`src/rtl/traffic_scheduler_if.sv`:
```
// Control and lane-output bundle for traffic_scheduler; the testbench or upstream
// control drives through master, the scheduler sits on slave.
interface traffic_scheduler_if #(
  parameter int unsigned LANES = 4
);
  logic             start;
  logic             stop;
  logic             freeze;
  logic [LANES-1:0] rand_bits;
  logic [LANES-1:0] lane_tick;
  logic [LANES-1:0] lane_spawn;
  logic [15:0]      spawn_cnt;
  logic             running;

  modport master (
    output start, stop, freeze, rand_bits,
    input  lane_tick, lane_spawn, spawn_cnt, running
  );

  modport slave (
    input  start, stop, freeze, rand_bits,
    output lane_tick, lane_spawn, spawn_cnt, running
  );
endinterface

```
`src/rtl/traffic_scheduler.sv`:
```
// Multi-lane car spawn scheduler: per-lane step dividers plus a round-robin spawn arbiter.
// Optional feature macro TRAFFIC_GAP_EN adds per-lane minimum spawn gap counters.
module traffic_scheduler #(
  parameter int unsigned LANES       = 4,
  parameter int unsigned BASE_PERIOD = 4,
  parameter int unsigned MIN_GAP     = 2
) (
  input logic                clk,
  input logic                reset,
  traffic_scheduler_if.slave bus
);
  localparam int unsigned CNT_W = (BASE_PERIOD * LANES > 1) ? $clog2(BASE_PERIOD * LANES) : 1;
  localparam int unsigned PTR_W = (LANES > 1) ? $clog2(LANES) : 1;

  typedef enum logic [1:0] {
    S_IDLE   = 2'd0,
    S_RUN    = 2'd1,
    S_FREEZE = 2'd2
  } state_t;

  state_t           state_q, state_d;
  logic             running_q;
  logic [CNT_W-1:0] cnt_q [LANES];
  logic [PTR_W-1:0] ptr_q, ptr_d, idx_c;
  logic [15:0]      spawn_cnt_q;
  logic [LANES-1:0] tick_c, cand_c, grant_c, gap_ok_c;
  logic             grant_any_c;
  logic             clear_c;

  // Leaving RUN through stop, or sitting in IDLE, wipes dividers, gaps and pointer
  assign clear_c = (state_q == S_IDLE) || bus.stop;

  always_ff @(posedge clk or negedge reset) begin
    if (!reset) begin
      state_q   <= S_IDLE;
      running_q <= 1'b0;
    end else begin
      state_q   <= state_d;
      running_q <= (state_d == S_RUN);
    end
  end

  always_comb begin
    state_d = state_q;
    if (bus.stop) begin
      state_d = S_IDLE;
    end else begin
      case (state_q)
        S_IDLE:   if (bus.start)   state_d = S_RUN;
        S_RUN:    if (bus.freeze)  state_d = S_FREEZE;
        S_FREEZE: if (!bus.freeze) state_d = S_RUN;
        default:  state_d = S_IDLE;
      endcase
    end
  end

`ifdef TRAFFIC_GAP_EN
  localparam int unsigned GAP_W = (MIN_GAP > 0) ? $clog2(MIN_GAP + 1) : 1;
  logic [GAP_W-1:0] gap_q [LANES];

  always_comb begin
    gap_ok_c = '0;
    for (int unsigned i = 0; i < LANES; i++) gap_ok_c[i] = (gap_q[i] == '0);
  end

  // A grant reloads the gap; later non-granted ticks count it down
  always_ff @(posedge clk or negedge reset) begin
    if (!reset) begin
      for (int unsigned i = 0; i < LANES; i++) gap_q[i] <= '0;
    end else if (clear_c) begin
      for (int unsigned i = 0; i < LANES; i++) gap_q[i] <= '0;
    end else begin
      for (int unsigned i = 0; i < LANES; i++) begin
        if (grant_c[i])                         gap_q[i] <= GAP_W'(MIN_GAP);
        else if (tick_c[i] && gap_q[i] != '0)   gap_q[i] <= gap_q[i] - GAP_W'(1);
      end
    end
  end
`else
  assign gap_ok_c = '1;
`endif

  // Tick decode, candidacy and round-robin grant starting at ptr_q
  always_comb begin
    tick_c      = '0;
    grant_c     = '0;
    grant_any_c = 1'b0;
    ptr_d       = ptr_q;
    idx_c       = '0;
    for (int unsigned i = 0; i < LANES; i++)
      tick_c[i] = (state_q == S_RUN) && (cnt_q[i] == CNT_W'(BASE_PERIOD * (i + 1) - 1));
    cand_c = tick_c & bus.rand_bits & gap_ok_c;
    for (int unsigned k = 0; k < LANES; k++) begin
      idx_c = PTR_W'(((32'(ptr_q) + k) >= LANES) ? (32'(ptr_q) + k - LANES) : (32'(ptr_q) + k));
      if (!grant_any_c && cand_c[idx_c]) begin
        grant_c[idx_c] = 1'b1;
        grant_any_c    = 1'b1;
        ptr_d          = (32'(idx_c) == LANES - 1) ? '0 : idx_c + PTR_W'(1);
      end
    end
  end

  always_ff @(posedge clk or negedge reset) begin
    if (!reset) begin
      ptr_q <= '0;
      for (int unsigned i = 0; i < LANES; i++) cnt_q[i] <= '0;
    end else if (clear_c) begin
      ptr_q <= '0;
      for (int unsigned i = 0; i < LANES; i++) cnt_q[i] <= '0;
    end else begin
      ptr_q <= ptr_d;
      if (state_q == S_RUN) begin
        for (int unsigned i = 0; i < LANES; i++)
          cnt_q[i] <= tick_c[i] ? '0 : cnt_q[i] + CNT_W'(1);
      end
    end
  end

  // Grant tally survives stop; only reset clears it
  always_ff @(posedge clk or negedge reset) begin
    if (!reset)                                     spawn_cnt_q <= '0;
    else if (grant_any_c && spawn_cnt_q != 16'hFFFF) spawn_cnt_q <= spawn_cnt_q + 16'd1;
  end

  assign bus.lane_tick  = tick_c;
  assign bus.lane_spawn = grant_c;
  assign bus.spawn_cnt  = spawn_cnt_q;
  assign bus.running    = running_q;
endmodule

```
`src/flat_wrapper.sv`:
```
// flat-port wrapper written by rule: the top's interface ports become plain ports
module traffic_scheduler_flat 
#(
  parameter int unsigned LANES       = 4,
  parameter int unsigned BASE_PERIOD = 4,
  parameter int unsigned MIN_GAP     = 2
)
  (clk, reset, bus_start, bus_stop, bus_freeze, bus_rand_bits, bus_lane_tick, bus_lane_spawn, bus_spawn_cnt, bus_running);
  traffic_scheduler_if #(.LANES(LANES)) bus_i ();
  input logic clk;
  input logic reset;
  input wire logic [$bits(bus_i.start)-1:0] bus_start;
  input wire logic [$bits(bus_i.stop)-1:0] bus_stop;
  input wire logic [$bits(bus_i.freeze)-1:0] bus_freeze;
  input wire logic [$bits(bus_i.rand_bits)-1:0] bus_rand_bits;
  output wire logic [$bits(bus_i.lane_tick)-1:0] bus_lane_tick;
  output wire logic [$bits(bus_i.lane_spawn)-1:0] bus_lane_spawn;
  output wire logic [$bits(bus_i.spawn_cnt)-1:0] bus_spawn_cnt;
  output wire logic [$bits(bus_i.running)-1:0] bus_running;
  assign bus_i.start = bus_start;
  assign bus_i.stop = bus_stop;
  assign bus_i.freeze = bus_freeze;
  assign bus_i.rand_bits = bus_rand_bits;
  assign bus_lane_tick = bus_i.lane_tick;
  assign bus_lane_spawn = bus_i.lane_spawn;
  assign bus_spawn_cnt = bus_i.spawn_cnt;
  assign bus_running = bus_i.running;
  traffic_scheduler #(.LANES(LANES), .BASE_PERIOD(BASE_PERIOD), .MIN_GAP(MIN_GAP)) u_core (.clk(clk), .reset(reset), .bus(bus_i));
endmodule
```
`config.mk`:
```
export PLATFORM = sky130hd
export DESIGN_NAME = traffic_scheduler_flat
export DESIGN_NICKNAME = d
export VERILOG_FILES = /design/src/rtl/traffic_scheduler_if.sv /design/src/rtl/traffic_scheduler.sv /design/src/flat_wrapper.sv
export SDC_FILE = /design/constraint.sdc
export NUM_CORES = 1
export LEC_CHECK = 0
export CAP_MARGIN = 20
export CORE_MARGIN = 4
export CORE_UTILIZATION = 55
export DETAILED_ROUTE_END_ITERATION = 10
export GPL_TIMING_DRIVEN = 0
export PLACE_DENSITY = 0.8
export SYNTH_ARGS = -nofsm -noshare
export SYNTH_HDL_FRONTEND = slang
export SYNTH_SLANG_ARGS = --single-unit
```
`constraint.sdc`:
```
create_clock -name clk -period 4.6 [get_ports clk]
set_clock_uncertainty 0.2 [all_clocks]
set_input_delay 0.92 -clock clk [delete_from_list [all_inputs] [get_ports clk]]
set_output_delay 0.92 -clock clk [all_outputs]
set_load 0.03 [all_outputs]
```
* Word level (Yosys, flattened, before mapping) *
Cells that the tools add are included.

storage, ports and cells
  register bits = 37
  latch bits = 0
  memory bits (writable) = 0
  bits in read-only memories = 0
  input bits = 9
  output and inout port bits = 25
  word-level logic and storage cells = 119
  memories kept = 0

operators by class
  $add $sub $neg = 16
  multiply operators = 0
  div/mod/pow operators = 0
  magnitude comparators = 12
  equal/unequal tests = 12
  shift operators = 0
  mux-type cells = 48
  bitwise logic cells = 4
  reduce and logical (&&, ||, !) cells = 19

operators with widths
  cell                                                                                  count
  2-bit two-way mux                                                                     17
  16-bit two-way mux                                                                    2
  4-bit two-way mux                                                                     8
  16-bit by 1-bit adder with 16-bit output (second input constant)                      1
  4-bit by 1-bit adder with 4-bit output (second input constant)                        4
  16-bit inequality test (second input constant)                                        1
  1-bit logical AND                                                                     12
  2-bit by 3-bit less-than comparator with 1-bit output (second input constant)         4
  1-bit two-way mux                                                                     12
  4-bit bitwise OR                                                                      3
  2-bit equality test (second input constant)                                           5
  3-bit greater-or-equal comparator (second input constant)                             3
  2-bit by 1-bit adder with 2-bit output (second input constant)                        4
  1-bit binary-select mux with 2-bit select                                             4
  1-bit demux with 2-bit select                                                         4
  4-bit equality test (second input constant)                                           2
  2-bit by 1-bit greater-or-equal comparator with 1-bit output (second input constant)  4
  2-bit by 1-bit subtractor with 2-bit output (second input constant)                   4
  2-bit by 2-bit adder with 3-bit output (second input constant)                        2
  2-bit one-hot mux with 3 select lines                                                 1
  5-bit nonzero test                                                                    1
  4-bit AND                                                                             1
  2-bit by 1-bit equality test with 1-bit output (second input constant)                2
  4-bit by 2-bit equality test with 1-bit output (second input constant)                1
  7 further kinds                                                                       9

* Longest topological paths before layout *
Gate-level depths: netlist of run 1.

  word-level depth = 16
  mapped depth = 9
  mapped depth without buffers = 7

* Worst setup path before layout of run 1 *
No wires, ideal clock.

  path kind = flip-flop to output port
  start = register u_core.ptr_q[0]
  end = output port bus_lane_spawn[0]
  arrival = 2.809 ns
  required time = 3.480 ns
  path slack = 0.671 ns
  stages on the path, launching flop included = 9
  path buffers = 2
  cell sequence = dfrtp_1 clkbuf_1 inv_1 ha_1 buf_1 mux4_2 nor2_1 a22oi_1 o21ai_1

between the ends
  longest elaborated chain between the ends = 14
  elaborated cells on any way between the ends = 59
  classes of those cells = add/sub (7); order compare (12); mux (27); bitwise (3); reduce/logical (10)

RTL lines
  what                                                                             RTL line                  source
  start, declared                                                                  traffic_scheduler.sv:24   logic [PTR_W-1:0] ptr_q, ptr_d, idx_c;
  start signal, assigned                                                           traffic_scheduler.sv:111  ptr_q <= ptr_d;
  branches (longest 13 deep; another with 2-bit by 1-bit adder with 3-bit output)  --
  4-bit two-way mux *                                                              traffic_scheduler.sv:95   if (!grant_any_c && cand_c[idx_c]) begin
  end, declared                                                                    flat_wrapper.sv:17        output wire logic [$bits(bus_i.lane_spawn)-1:0] bus_lane_spawn;

Every way passes the cells marked *. The select of a mux whose other input is x is not followed.

* Worst setup path in the final report of run 1 *
  start = input port bus_rand_bits[0]
  end = output port bus_lane_spawn[2]

between the ends
  longest elaborated chain between the ends = 13
  elaborated cells on any way between the ends = 25
  classes of those cells = mux (15); bitwise (4); reduce/logical (6)

RTL lines
  what                                       RTL line                 source
  start, declared                            flat_wrapper.sv:15       input wire logic [$bits(bus_i.rand_bits)-1:0] bus_rand_bits;
  4-bit AND *                                traffic_scheduler.sv:92  cand_c = tick_c & bus.rand_bits & gap_ok_c;
  1-bit binary-select mux with 2-bit select  traffic_scheduler.sv:95
  1-bit two-way mux (not written as such)    traffic_scheduler.sv:95
  1-bit two-way mux                          traffic_scheduler.sv:95
  1-bit zero test                            traffic_scheduler.sv:95
  1-bit logical AND                          traffic_scheduler.sv:95
  1-bit two-way mux                          traffic_scheduler.sv:95
  1-bit zero test                            traffic_scheduler.sv:95
  1-bit logical AND                          traffic_scheduler.sv:95
  1-bit two-way mux                          traffic_scheduler.sv:95
  1-bit zero test                            traffic_scheduler.sv:95
  1-bit logical AND                          traffic_scheduler.sv:95
  4-bit two-way mux *                        traffic_scheduler.sv:95

Mark *: on every way between the ends. The rest lies on a longest branch, timed or not. The select of a mux whose other input is x is not followed.

==> summary.txt, run 1 <==
Timing
  • Final Setup Violations: 0
  • Tmin final: 4.36 ns
  • Max_slew headroom: 0.441
  • Max-slew violation count: 0
  • Fin Hold WS: 0.294 ns
  • Final period util: 0.948
  • RSZ-0062 raised after global routing: no
  • Final WS setup: 0.237 ns
  • Slew @ Worst Pin: 0.839 ns
  • Max frequency: 0.229 GHz
  • Final hold violation count: 0

Logic synthesis
  • Top-area cell type share of the netlist area: 0.391
  • Async set-reset flop share out of synthesis: 1.00
  • Synth area leaders: dfrtp_1 39%, mux4_2 6.7%, a22oi_1 5.4%
  • Synth Net Count: 255
  • Sequential fraction of the synthesis area: 0.391
  • Mean post-synth cell area: 9.99 um^2
  • Yosys top cell by area: dfrtp_1
  • Synth Cell Area: 2370 um^2
  • Synthesized flop and latch total: 37
  • Post-synth EDFFs: 0
  • Unique masters post-synth: 44
  • Synth Instances: 237
  • Syn. warnings: 0
  • Top_reg_cell synth: dfrtp_1

Floorplan
  • Ports: 34
  • Die Wd: 73.6 um
  • Die area: 5420 um^2
  • Die H: 73.6 um
  • Starting Density: 0.579
  • CORE AREA: 4090 um^2
  • Num rows: 23

Place
  • Pre-CTS WS: -0.393 ns
  • Hpwl dp: 3750 um
  • Number of buffers added on ports: 33
  • Placed Area: 2760 um^2
  • Final GP Congestion: 0.806

CTS
  • CTS root buf: clkbuf_8
  • H-tree levels: 2
  • Num CTS Buffers: 5
  • Worst-Skew Late Latency: 0.29 ns
  • Hold buffer count at cts: 0
  • Clock transition at path regs: 0.07 ns
  • Clock buffer depth: 2
  • CTS tree: built
  • Number of clock sinks: 37

Layout
  • # diodes: 0
  • Area delta synth->final: 21.4%
  • Share of cells above drive strength 1: 0.119
  • Count of nets after finishing: 295
  • FILL cells: 342
  • Post-route cell area: 2870 um^2

Route
  • Total number of vias: 1984
  • WL final: 5290 um
  • Iteration-0 DRC Markers: 230
  • # DRC: 0
  • Vias per inst: 6.05
  • Wire per inst: 16.1 um
  • Drt pass-1 iters: 4
  • Post-route ant nets: 0

Setup path
  • Crit-path max cell delay: 0.54 ns
  • Critical path class: input port to output port
  • CP endpoint kind: output port
  • Setup crit start kind: input port
  • CP required: 3.48 ns
  • CP max stage cell: mux4_2
  • CP Cell Sequence: clkdlybuf4s50_1 -> or4b_4 -> mux4_2 -> nor4_4 -> a22oi_1 -> o21ai_1 -> clkbuf_2
  • Worst EP arrival: 3.24 ns
  • Worst-path fanout max: 5

Power and ir drop
  • Worst VDD drop: 252 uV
  • PD cells: 236 nW/um^2
  • Leak pwr: 0.00120 uW
  • Final total power: 679 uW

Global route
  • Initial antenna violation count: 0
  • Largest net degree at the start of global routing: 38
  • All-Layer GR Usage: 0.218
  • Vias in the first global route: 1961
  • GR Overflow Total: 0
  • First-pass GRT wire length: 9270 um

Job
  • Max-cap violations: 0

Outcome
  • Status: finished, final reports clean

Hold path
  • Hold Path Class: flop to flop
power by group:
part	switching, uW	leakage, uW	total (uW)	internal (uW)
Clock	115	0.0000585	292	177
Combinational	31.3	0.000652	51.0	19.8
Sequential	5.47	0.000488	336	330
Total	152	0.00120	679	527
worst paths after layout:
check | startpoint | to | slack, ns | depth (start not counted)
max reg2reg | u_core.ptr_q[0] | u_core.bus.spawn_cnt[1] | 1.50 | 6
max | bus_rand_bits[0] | bus_lane_spawn[2] | 0.24 | 7
min in group asynchronous | reset | u_core.ptr_q[0] | 0.53 | 1
max in group asynchronous | reset | u_core.bus.spawn_cnt[15] | 3.14 | 1
min reg2reg | u_core.bus.spawn_cnt[7] | u_core.bus.spawn_cnt[7] | 0.29 | 1
min | u_core.bus.spawn_cnt[7] | u_core.bus.spawn_cnt[7] | 0.29 | 1
placed cells by master, fill, tap and decap left out, types with 3 or more instances in the layout:
| master | n |
|---|---|
| a21oi_1 | 7 |
| nor2_1 | 18 |
| and3_1 | 6 |
| and4_1 | 3 |
| buf_2 | 3 |
| nand3_1 | 13 |
| dfrtp_1 | 37 |
| clkbuf_8 | 6 |
| a22oi_1 | 17 |
| clkbuf_1 | 7 |
| inv_1 | 5 |
| o21ai_1 | 4 |
| xnor2_1 | 13 |
| a21o_1 | 5 |
| nor3_1 | 21 |
| mux4_2 | 7 |
| and2_1 | 4 |
| nand4_1 | 7 |
| ha_1 | 8 |
| clkdlybuf4s50_1 | 28 |
| xor2_1 | 7 |
| clkbuf_2 | 4 |
| nor2b_1 | 3 |
| mux2i_1 | 3 |
| nand2_1 | 14 |
layer usage:
layer	vias up	wire length, um	global-route usage
met2	53	2610	0.355
met5	-	0	0
met3	5	228	0.0465
li1	969	-	-
met1	957	2420	0.300
met4	0	33	0.0423
timing repair:
action,in CTS,in global routing
pin swaps,0,1
gates resized for setup,6,9
endpoints found under the setup margin,4,4
buffers inserted,0,1
state kept, by name, summed over array words and instances, names as in the netlist:
| register | cells |
|---|---|
| u_core.state_q | 2 |
| u_core.cnt_q | 16 |
| u_core.bus.spawn_cnt | 16 |
| u_core.bus.running | 1 |
| u_core.ptr_q | 2 |
per-stage QoR:
| stage | utilization | setup TNS [ns] | instances |
|---|---|---|---|
| floorplan | - | 0 | 237 |
| finish | 0.703 | 0 | 328 |
| global route | 0.703 | 0 | 328 |
| global placement | 0.675 | -1.38 | 320 |
| detailed placement | 0.674 | -1.54 | 320 |
| CTS | 0.703 | 0 | 327 |
cell type report:
type,instances,area [um^2],area share
Buffer,8,38.8,0.0135
Clock buffer,7,86.3,0.0300
Clock inverter,1,30.0,0.0104
Inverter,5,18.8,0.00653
Multi-Input combinational cell,185,1390,0.485
Sequential cell,37,926,0.322
Tap cell,50,62.6,0.0218
Timing Repair Buffer,35,318,0.111
worst max-delay path, delay by kind of cell:
family / cells / cell delay, ns
mux: 1 / 0.54
compound gates: 2 / 0.20
simple gates: 2 / 0.88
buf+inv: 2 / 0.70
synthesized netlist by cell type, types with 5 or more instances:
cell type / n
a21o_1: 5
a21oi_1: 7
a22oi_1: 17
and3_1: 6
clkbuf_1: 7
dfrtp_1: 37
ha_1: 9
inv_1: 5
mux4_2: 7
nand2_1: 14
nand3_1: 13
nand4_1: 7
nor2_1: 18
nor3_1: 21
xnor2_1: 13
xor2_1: 7
cell families (layout without fill, tap and decap cells):
| family | count (synthesis) | count (layout) | share of synthesized area |
|---|---|---|---|
| buffers and inverters | 15 | 56 | 0.0275 |
| AND/OR/NAND/NOR | 104 | 104 | 0.254 |
| AO/OA/AOI/OAI | 41 | 41 | 0.122 |
| adder cells (fa/ha/maj) | 9 | 9 | 0.0476 |
| XOR/XNOR | 20 | 20 | 0.0740 |
| flip-flops | 37 | 37 | 0.391 |
| multiplexers | 11 | 11 | 0.0840 |
Power figures use the tool's default switching activity.
==> run 2: changes to the inputs <==
--- a/config.mk
+++ b/config.mk
@@ -5,9 +5,10 @@
 export SDC_FILE = /design/constraint.sdc
 export NUM_CORES = 1
 export LEC_CHECK = 0
+export ABC_AREA = 1
 export CAP_MARGIN = 20
 export CORE_MARGIN = 4
-export CORE_UTILIZATION = 55
+export CORE_UTILIZATION = 54
 export DETAILED_ROUTE_END_ITERATION = 10
 export GPL_TIMING_DRIVEN = 0
 export PLACE_DENSITY = 0.8
==> run 2 against run 1 <==
  * Cell count rose by 12%
  * Combinational power rose to 5.5 times the previous value
  * Synthesized cell count rose by 16%
  * Register-to-register slack improved by 0.69 ns
  * Flip-flop and latch count did not move
  * Die area fell by 2.3%
  * Clock power barely moved
  * Non-clock buffer count fell by 9
  * Clock-buffer cell count did not move
==> summary.txt, run 2 <==
Logic synthesis
  • Top_reg_cell synth: dfrtp_1
  • Synth Net Count: 294 (+15%)
  • Synth Instances: 276 (+16%)
  • Async set-reset flop share out of synthesis: 1.00 (unchanged)
  • Mean post-synth cell area: 8.20 um^2 (-18%)
  • Synthesized flop and latch total: 37 (unchanged)
  • Synth Cell Area: 2260 um^2 (-4.4%)
  • Most common cell in the netlist: nand2_1
  • Unique masters post-synth: 29 (-34%)
  • Post-synth EDFFs: 0 (unchanged)
  • Yosys top cell by area: dfrtp_1
  • Top-area cell type share of the netlist area: 0.409 (+0.0179)
  • Synth cell count leaders: 49 x nand2_1, 37 x dfrtp_1, 36 x inv_1
  • Syn. warnings: 0 (unchanged)
  • Sequential fraction of the synthesis area: 0.409 (+0.0179)
  • Synth area leaders: dfrtp_1 41%, nand2_1 8.1%, inv_1 6.0%

CTS
  • Worst-Skew Late Latency: 0.28 ns (about the same)
  • CTS tree: built
  • Clock buffer depth: 2 (unchanged)
  • Clock transition at path regs: 0.07 ns (about the same)
  • H-tree levels: 2 (unchanged)
  • Num CTS Buffers: 5 (unchanged)
  • Postcts setup bufs: 0 (unchanged)
  • Hold buffer count at cts: 0 (unchanged)
  • PostCTS Resize Cnt: 0 (-6)
  • CTS root buf: clkbuf_8
  • Number of clock sinks: 37 (unchanged)

Timing
  • Max_slew headroom: 0.459 (+0.0183)
  • Final Setup Violations: 0 (unchanged)
  • Total Neg Setup Slack: 0 ns (unchanged)
  • Tmin final: 4.13 ns (-0.229 ns)
  • Max frequency: 0.242 GHz (+5.5%)
  • RSZ-0062 raised after global routing: no
  • Final hold violation count: 0 (unchanged)
  • Max-slew violation count: 0 (unchanged)
  • Final period util: 0.899 (-0.0497)
  • Slew @ Worst Pin: 0.811 ns (-0.0275 ns)

Route
  • Iteration-0 DRC Markers: 117 (-49%)
  • Drt pass-1 iters: 4 (unchanged)
  • # DRC: 0 (unchanged)
  • Post-route ant nets: 0 (unchanged)
  • WL final: 4610 um (-13%)
  • Total number of vias: 1960 (-1.2%)
  • Wire per inst: 12.6 um (-22%)
  • Vias per inst: 5.34 (-12%)

Hold path
  • Worst Hold Path EP: u_core.bus.spawn_cnt[6]
  • Hold Path Class: flop to flop
  • Hold Path Stages: 1 (unchanged)
  • Hold Path Origin: u_core.bus.spawn_cnt[6]

Setup path
  • Worst path most repeated cell: clkdlybuf4s50_1
  • Worst-path fanout max: 9 (+4)
  • Crit-path max cell delay: 0.69 ns (+0.15 ns)
  • R2R Path End: u_core.bus.spawn_cnt[3]
  • Worst EP arrival: 3.01 ns (-0.23 ns)
  • RR Startpoint: u_core.ptr_q[0]
  • R2r setup slk: 2.19 ns (+0.69 ns)
  • CP Cell Sequence: clkdlybuf4s50_1 -> nand4_1 -> nand3_2 -> nand2_4 -> nand2_2 -> nor2_4 -> nand2_1 -> o21ai_0 -> clkdlybuf4s50_1
  • CP endpoint kind: output port
  • CP required: 3.48 ns (about the same)
  • Setup crit start kind: input port
  • CP bufs+invs: 2 (unchanged)
  • CP max stage cell: clkdlybuf4s50_1
  • Top Family by Delay on Critical Path: buffers and inverters
  • Worst r2r path cells: 11 (+5)
  • Critical path class: input port to output port

Floorplan
  • Die H: 72.7 um (-1.2%)
  • Ports: 34 (unchanged)
  • Die area: 5290 um^2 (-2.3%)
  • Die Wd: 72.7 um (-1.2%)
  • CORE AREA: 4030 um^2 (-1.4%)
  • Num rows: 23 (unchanged)
  • Starting Density: 0.562 (-0.0175)

Global route
  • First-pass GRT wire length: 8420 um (-9.2%)
  • Initial antenna violation count: 0 (unchanged)
  • GR Overflow Total: 0 (unchanged)
  • All-Layer GR Usage: 0.199 (-0.0191)
  • Largest net degree at the start of global routing: 38 (unchanged)
  • Vias in the first global route: 1902 (-3.0%)

Power and ir drop
  • Worst VDD drop: 237 uV (-5.8%)
  • PD cells: 349 nW/um^2 (+48%)
  • Leak pwr: 0.00132 uW (+10%)

Layout
  • Post-route cell area: 2770 um^2 (-3.7%)
  • Most frequent cells in the layout: 49 x nand2_1, 37 x dfrtp_1, 36 x inv_1
  • Area delta synth->final: 22.3%
  • Commonest non-fill, non-tap cell in the layout: nand2_1
  • Count of nets after finishing: 334 (+13%)
  • Share of cells above drive strength 1: 0.0946 (-0.0241)
  • # diodes: 0 (unchanged)
  • Post-layout util: 0.687 (-0.0163)

Outcome
  • Status: finished, final reports clean

Place
  • Hpwl dp: 3470 um (-7.6%)
  • Placed Area: 2650 um^2 (-3.8%)
  • Final GP Congestion: 0.918 (+14%)
  • Number of buffers added on ports: 33 (unchanged)

Job
  • Max-cap violations: 0 (unchanged)
[run 2: cell count changes after synthesis, sizes merged, moves of 6 or more]
cell    delta
inv       +35
nor2       +9
nand4      +9
nor3      -17
nand3     +18
clkbuf     -6
a22oi     -17
and3       -6
o21ai     +15
nand2     +40
xnor2      -8
mux4       -7
[run 2: metal layers]
metal,track usage,vias to the layer above,share of wire
met5,0,-,0
met4,0.0533,0,0.0074
met3,0.0399,4,0.034
met2,0.335,38,0.50
met1,0.261,914,0.46
li1,-,1004,-
[run 2: logic make-up after synthesis]
logic type,Yosys count,synth area share
adders and majority gates,9,0.0498
DFF,37,0.409
buffers and inverters,41,0.0680
and+or+nand+nor,138,0.331
AOI/OAI and AO/OA,37,0.0884
xor gates and xnor gates,14,0.0542
[run 2: how the worst max path moves through the flow]
stage / start / to / depth (start not counted)
3_3_place_gp: bus_rand_bits[0] / bus_lane_spawn[0] / 9
6_report: bus_rand_bits[3] / bus_lane_spawn[2] / 9
3_5_place_dp: bus_rand_bits[3] / bus_lane_spawn[0] / 9
5_1_grt: bus_rand_bits[0] / bus_lane_spawn[3] / 9
4_1_cts: bus_rand_bits[3] / bus_lane_spawn[1] / 9
2_1_floorplan: bus_rand_bits[3] / bus_lane_spawn[0] / 7
[run 2: through the flow]
stage / hold WS [ns] / power [uW] / instances / setup WS [ns]
finish: 0.307 / 967 / 367 / 0.466
global route: 0.327 / 1020 / 367 / 0.288
CTS: 0.306 / 974 / 367 / 0.466
detailed placement: 0.293 / 685 / 359 / 0.467
global placement: 0.279 / 678 / 359 / 0.498
floorplan: 0.285 / 584 / 276 / 1.18
[run 2: final cells by class]
class / instances / area, um^2
plain buffers: 1 / 3.75
clock buffers: 7 / 86.3
clock inverters: 1 / 30.0
fillers: 326 / 1260
inverters: 40 / 150
multi-input cells: 198 / 1180
flip-flops and latches: 37 / 926
well taps: 50 / 62.6
repair buffers: 33 / 325
[run 2: power breakdown]
part           switching, uW  internal (uW)  total, uW  leakage (uW)
clock                    113            177        290     0.0000585
sequential              38.7            356        395      0.000489
combinational            175            107        282      0.000771
==> run 3: changes to the inputs <==
--- a/config.mk
+++ b/config.mk
@@ -10,7 +10,6 @@
 export CORE_MARGIN = 4
 export CORE_UTILIZATION = 54
 export DETAILED_ROUTE_END_ITERATION = 10
-export GPL_TIMING_DRIVEN = 0
 export PLACE_DENSITY = 0.8
 export SYNTH_ARGS = -nofsm -noshare
 export SYNTH_HDL_FRONTEND = slang
==> run 3 against run 2 <==
  * Global-route usage up 0.21 points
  * Worst setup slack better by 0.0069 ns
  * Power down 6.7%
  * Flip-flop and latch count did not move
  * Hold slack worse by 0.013 ns
  * Combinational power hardly changed
  * Final area down 1.2%
  * Sequential power hardly changed
  * Wire length is 3.0% higher
  * Non-clock buffer count fell by 1
  * Sequential share of layout area grew 0.41 points
==> summary.txt, run 3 (synthesized netlist as in run 2, its figures left out) <==
Outcome
  • Status: finished, final reports clean

Timing
  • RSZ-0062 raised after global routing: no
  • Max_slew headroom: 0.465 (+0.00551)
  • Final WS setup: 0.473 ns (+0.00689 ns)
  • Total Neg Setup Slack: 0 ns (unchanged)
  • Final period util: 0.897 (-0.00150)
  • Tmin final: 4.13 ns (-0.00689 ns)
  • Max frequency: 0.242 GHz (+0.17%)
  • Final Setup Violations: 0 (unchanged)
  • Final hold violation count: 0 (unchanged)
  • Slew @ Worst Pin: 0.803 ns (-0.00827 ns)
  • Max-slew violation count: 0 (unchanged)

Floorplan
  • Die H: 72.7 um (unchanged)
  • Die area: 5290 um^2 (unchanged)
  • Die Wd: 72.7 um (unchanged)
  • Ports: 34 (unchanged)
  • Starting Density: 0.562 (unchanged)
  • CORE AREA: 4030 um^2 (unchanged)
  • Num rows: 23 (unchanged)

Global route
  • GR Overflow Total: 0 (unchanged)
  • All-Layer GR Usage: 0.201 (+0.00209)
  • Vias in the first global route: 1939 (+1.9%)
  • Largest net degree at the start of global routing: 38 (unchanged)
  • Initial antenna violation count: 0 (unchanged)
  • First-pass GRT wire length: 8350 um (-0.82%)

Layout
  • Most frequent cells in the layout: 49 x nand2_1, 37 x dfrtp_1, 36 x inv_1
  • # diodes: 0 (unchanged)
  • Post-layout util: 0.679 (-0.00839)
  • Commonest non-fill, non-tap cell in the layout: nand2_1
  • Non-filler instance count after layout: 366 (-0.27%)
  • Count of nets after finishing: 333 (-0.30%)
  • Share of cells above drive strength 1: 0.0981 (+0.00346)
  • Area delta synth->final: 20.8%
  • FILL cells: 343 (+5.2%)

Setup path
  • Top Family by Delay on Critical Path: buffers and inverters
  • CP max stage cell: clkdlybuf4s50_1
  • Critical path class: input port to output port
  • CP required: 3.48 ns (about the same)
  • Cell depth of the worst setup path: 9 (unchanged)
  • CP Cell Sequence: clkdlybuf4s50_1 -> nand4_1 -> nand3_2 -> nand2_4 -> nand2_2 -> nor2_4 -> nand2_1 -> o21ai_0 -> clkdlybuf4s50_1
  • Crit-path max cell delay: 0.69 ns (about the same)
  • Worst path most repeated cell: clkdlybuf4s50_1
  • Worst EP arrival: 3.01 ns (about the same)
  • Worst r2r path cells: 11 (unchanged)
  • CP endpoint kind: output port
  • Worst-path fanout max: 9 (unchanged)
  • Setup crit start kind: input port
  • CP bufs+invs: 2 (unchanged)

CTS
  • Postcts setup bufs: 0 (unchanged)
  • H-tree levels: 2 (unchanged)
  • Worst-Skew Late Latency: 0.30 ns (+0.02 ns)
  • CTS root buf: clkbuf_8
  • Hold buffer count at cts: 0 (unchanged)
  • Num CTS Buffers: 5 (unchanged)
  • PostCTS Resize Cnt: 0 (unchanged)
  • CTS tree: built
  • Number of clock sinks: 37 (unchanged)
  • Clock buffer depth: 2 (unchanged)
  • Clock transition at path regs: 0.07 ns (about the same)

Place
  • Pre-CTS WS: 0.470 ns (+0.00292 ns)
  • Final GP Congestion: 0.901 (-1.8%)
  • Placed cell count: 358 (-0.28%)
  • Number of buffers added on ports: 33 (unchanged)
  • Hpwl dp: 3590 um (+3.7%)

Route
  • Total number of vias: 1988 (+1.4%)
  • Drt pass-1 iters: 4 (unchanged)
  • Iteration-0 DRC Markers: 59 (-50%)
  • Vias per inst: 5.43 (+1.7%)
  • WL final: 4750 um (+3.0%)
  • Post-route ant nets: 0 (unchanged)
  • # DRC: 0 (unchanged)
  • Wire per inst: 13.0 um (+3.3%)

Power and ir drop
  • Net Switching: 335 uW (+2.3%)
  • Cell Int Power: 567 uW (-11%)
  • Comb power frac: 0.315 (+0.024)
  • Leak pwr: 0.00130 uW (-1.2%)
  • Clk pwr share: 0.248 (-0.052)
  • PD cells: 330 nW/um^2 (-5.6%)
  • Final total power: 902 uW (-6.7%)
  • Sw Ratio: 0.371 (+0.0329)
  • Sequential share of power: 0.437 (+0.028)
  • Worst VDD drop: 217 uV (-8.5%)

Hold path
  • Hold Path Class: flop to flop
  • Hold Path Stages: 1 (unchanged)

Job
  • Max-cap violations: 0 (unchanged)
[run 3: cell types whose count changed in the layout (fill, tap and decap cells not counted), sizes merged]
| cell | before | now |
|---|---|---|
| clkinv | 0 | 2 |
| bufinv | 1 | 0 |
| clkbuf | 8 | 5 |
| clkinvlp | 0 | 1 |
[run 3: path summary, 6_finish.rpt]
path | slack, ns | from | endpoint
hold / removal | 0.29 | u_core.bus.spawn_cnt[14] | u_core.bus.spawn_cnt[14]
max in group asynchronous | 3.18 | reset | u_core.bus.spawn_cnt[9]
setup reg to reg | 2.17 | u_core.ptr_q[0] | u_core.bus.spawn_cnt[10]
min in group asynchronous | 0.51 | reset | u_core.cnt_q[15]
hold reg to reg | 0.29 | u_core.bus.spawn_cnt[14] | u_core.bus.spawn_cnt[14]
setup / recovery | 0.47 | bus_rand_bits[0] | bus_lane_spawn[2]
[run 3: power by group through the flow]
stage	clock network [uW]	registers, uW	logic [uW]
2_1_floorplan	0	439	145
3_3_place_gp	0	399	279
3_5_place_dp	0	401	284
4_1_cts	230	395	286
5_1_grt	243	400	313
6_report	224	394	284
[run 3: layout make-up]
cell class,instances,area [um^2],area share
flip-flops and latches,37,926,0.339
clock inverters,3,17.5,0.00641
clock buffers,5,68.8,0.0252
multi-input cells,198,1180,0.433
repair buffers,33,325,0.119
well taps,50,62.6,0.0229
inverters,40,150,0.0549
[run 3: per-layer routing]
layer	global-route usage	vias up	part of all wire
met4	0.0779	0	0.017
met1	0.247	930	0.44
met5	0	-	0
li1	-	1004	-
met2	0.336	43	0.49
met3	0.0537	11	0.046
[run 3: worst reg2reg max path: stages, from the launching register on]
cell and delay [ns]:
dfrtp_1 0.54, inv_2 0.16, ha_1 0.38, inv_1 0.11
nand3_1 0.08, nand2_1 0.12, nand2_2 0.08, nor2_4 0.19
nand2_8 0.12, nand2_8 0.12, nor2_1 0.07, xor2_1 0.14
[run 3: metrics by stage]
step	hold WS, ns	instance area (um^2)
after floorplan	0.285	2260
after global placement	0.280	2650
after detailed placement	0.282	2650
after CTS	0.298	2730
after global routing	0.325	2730
final	0.294	2730
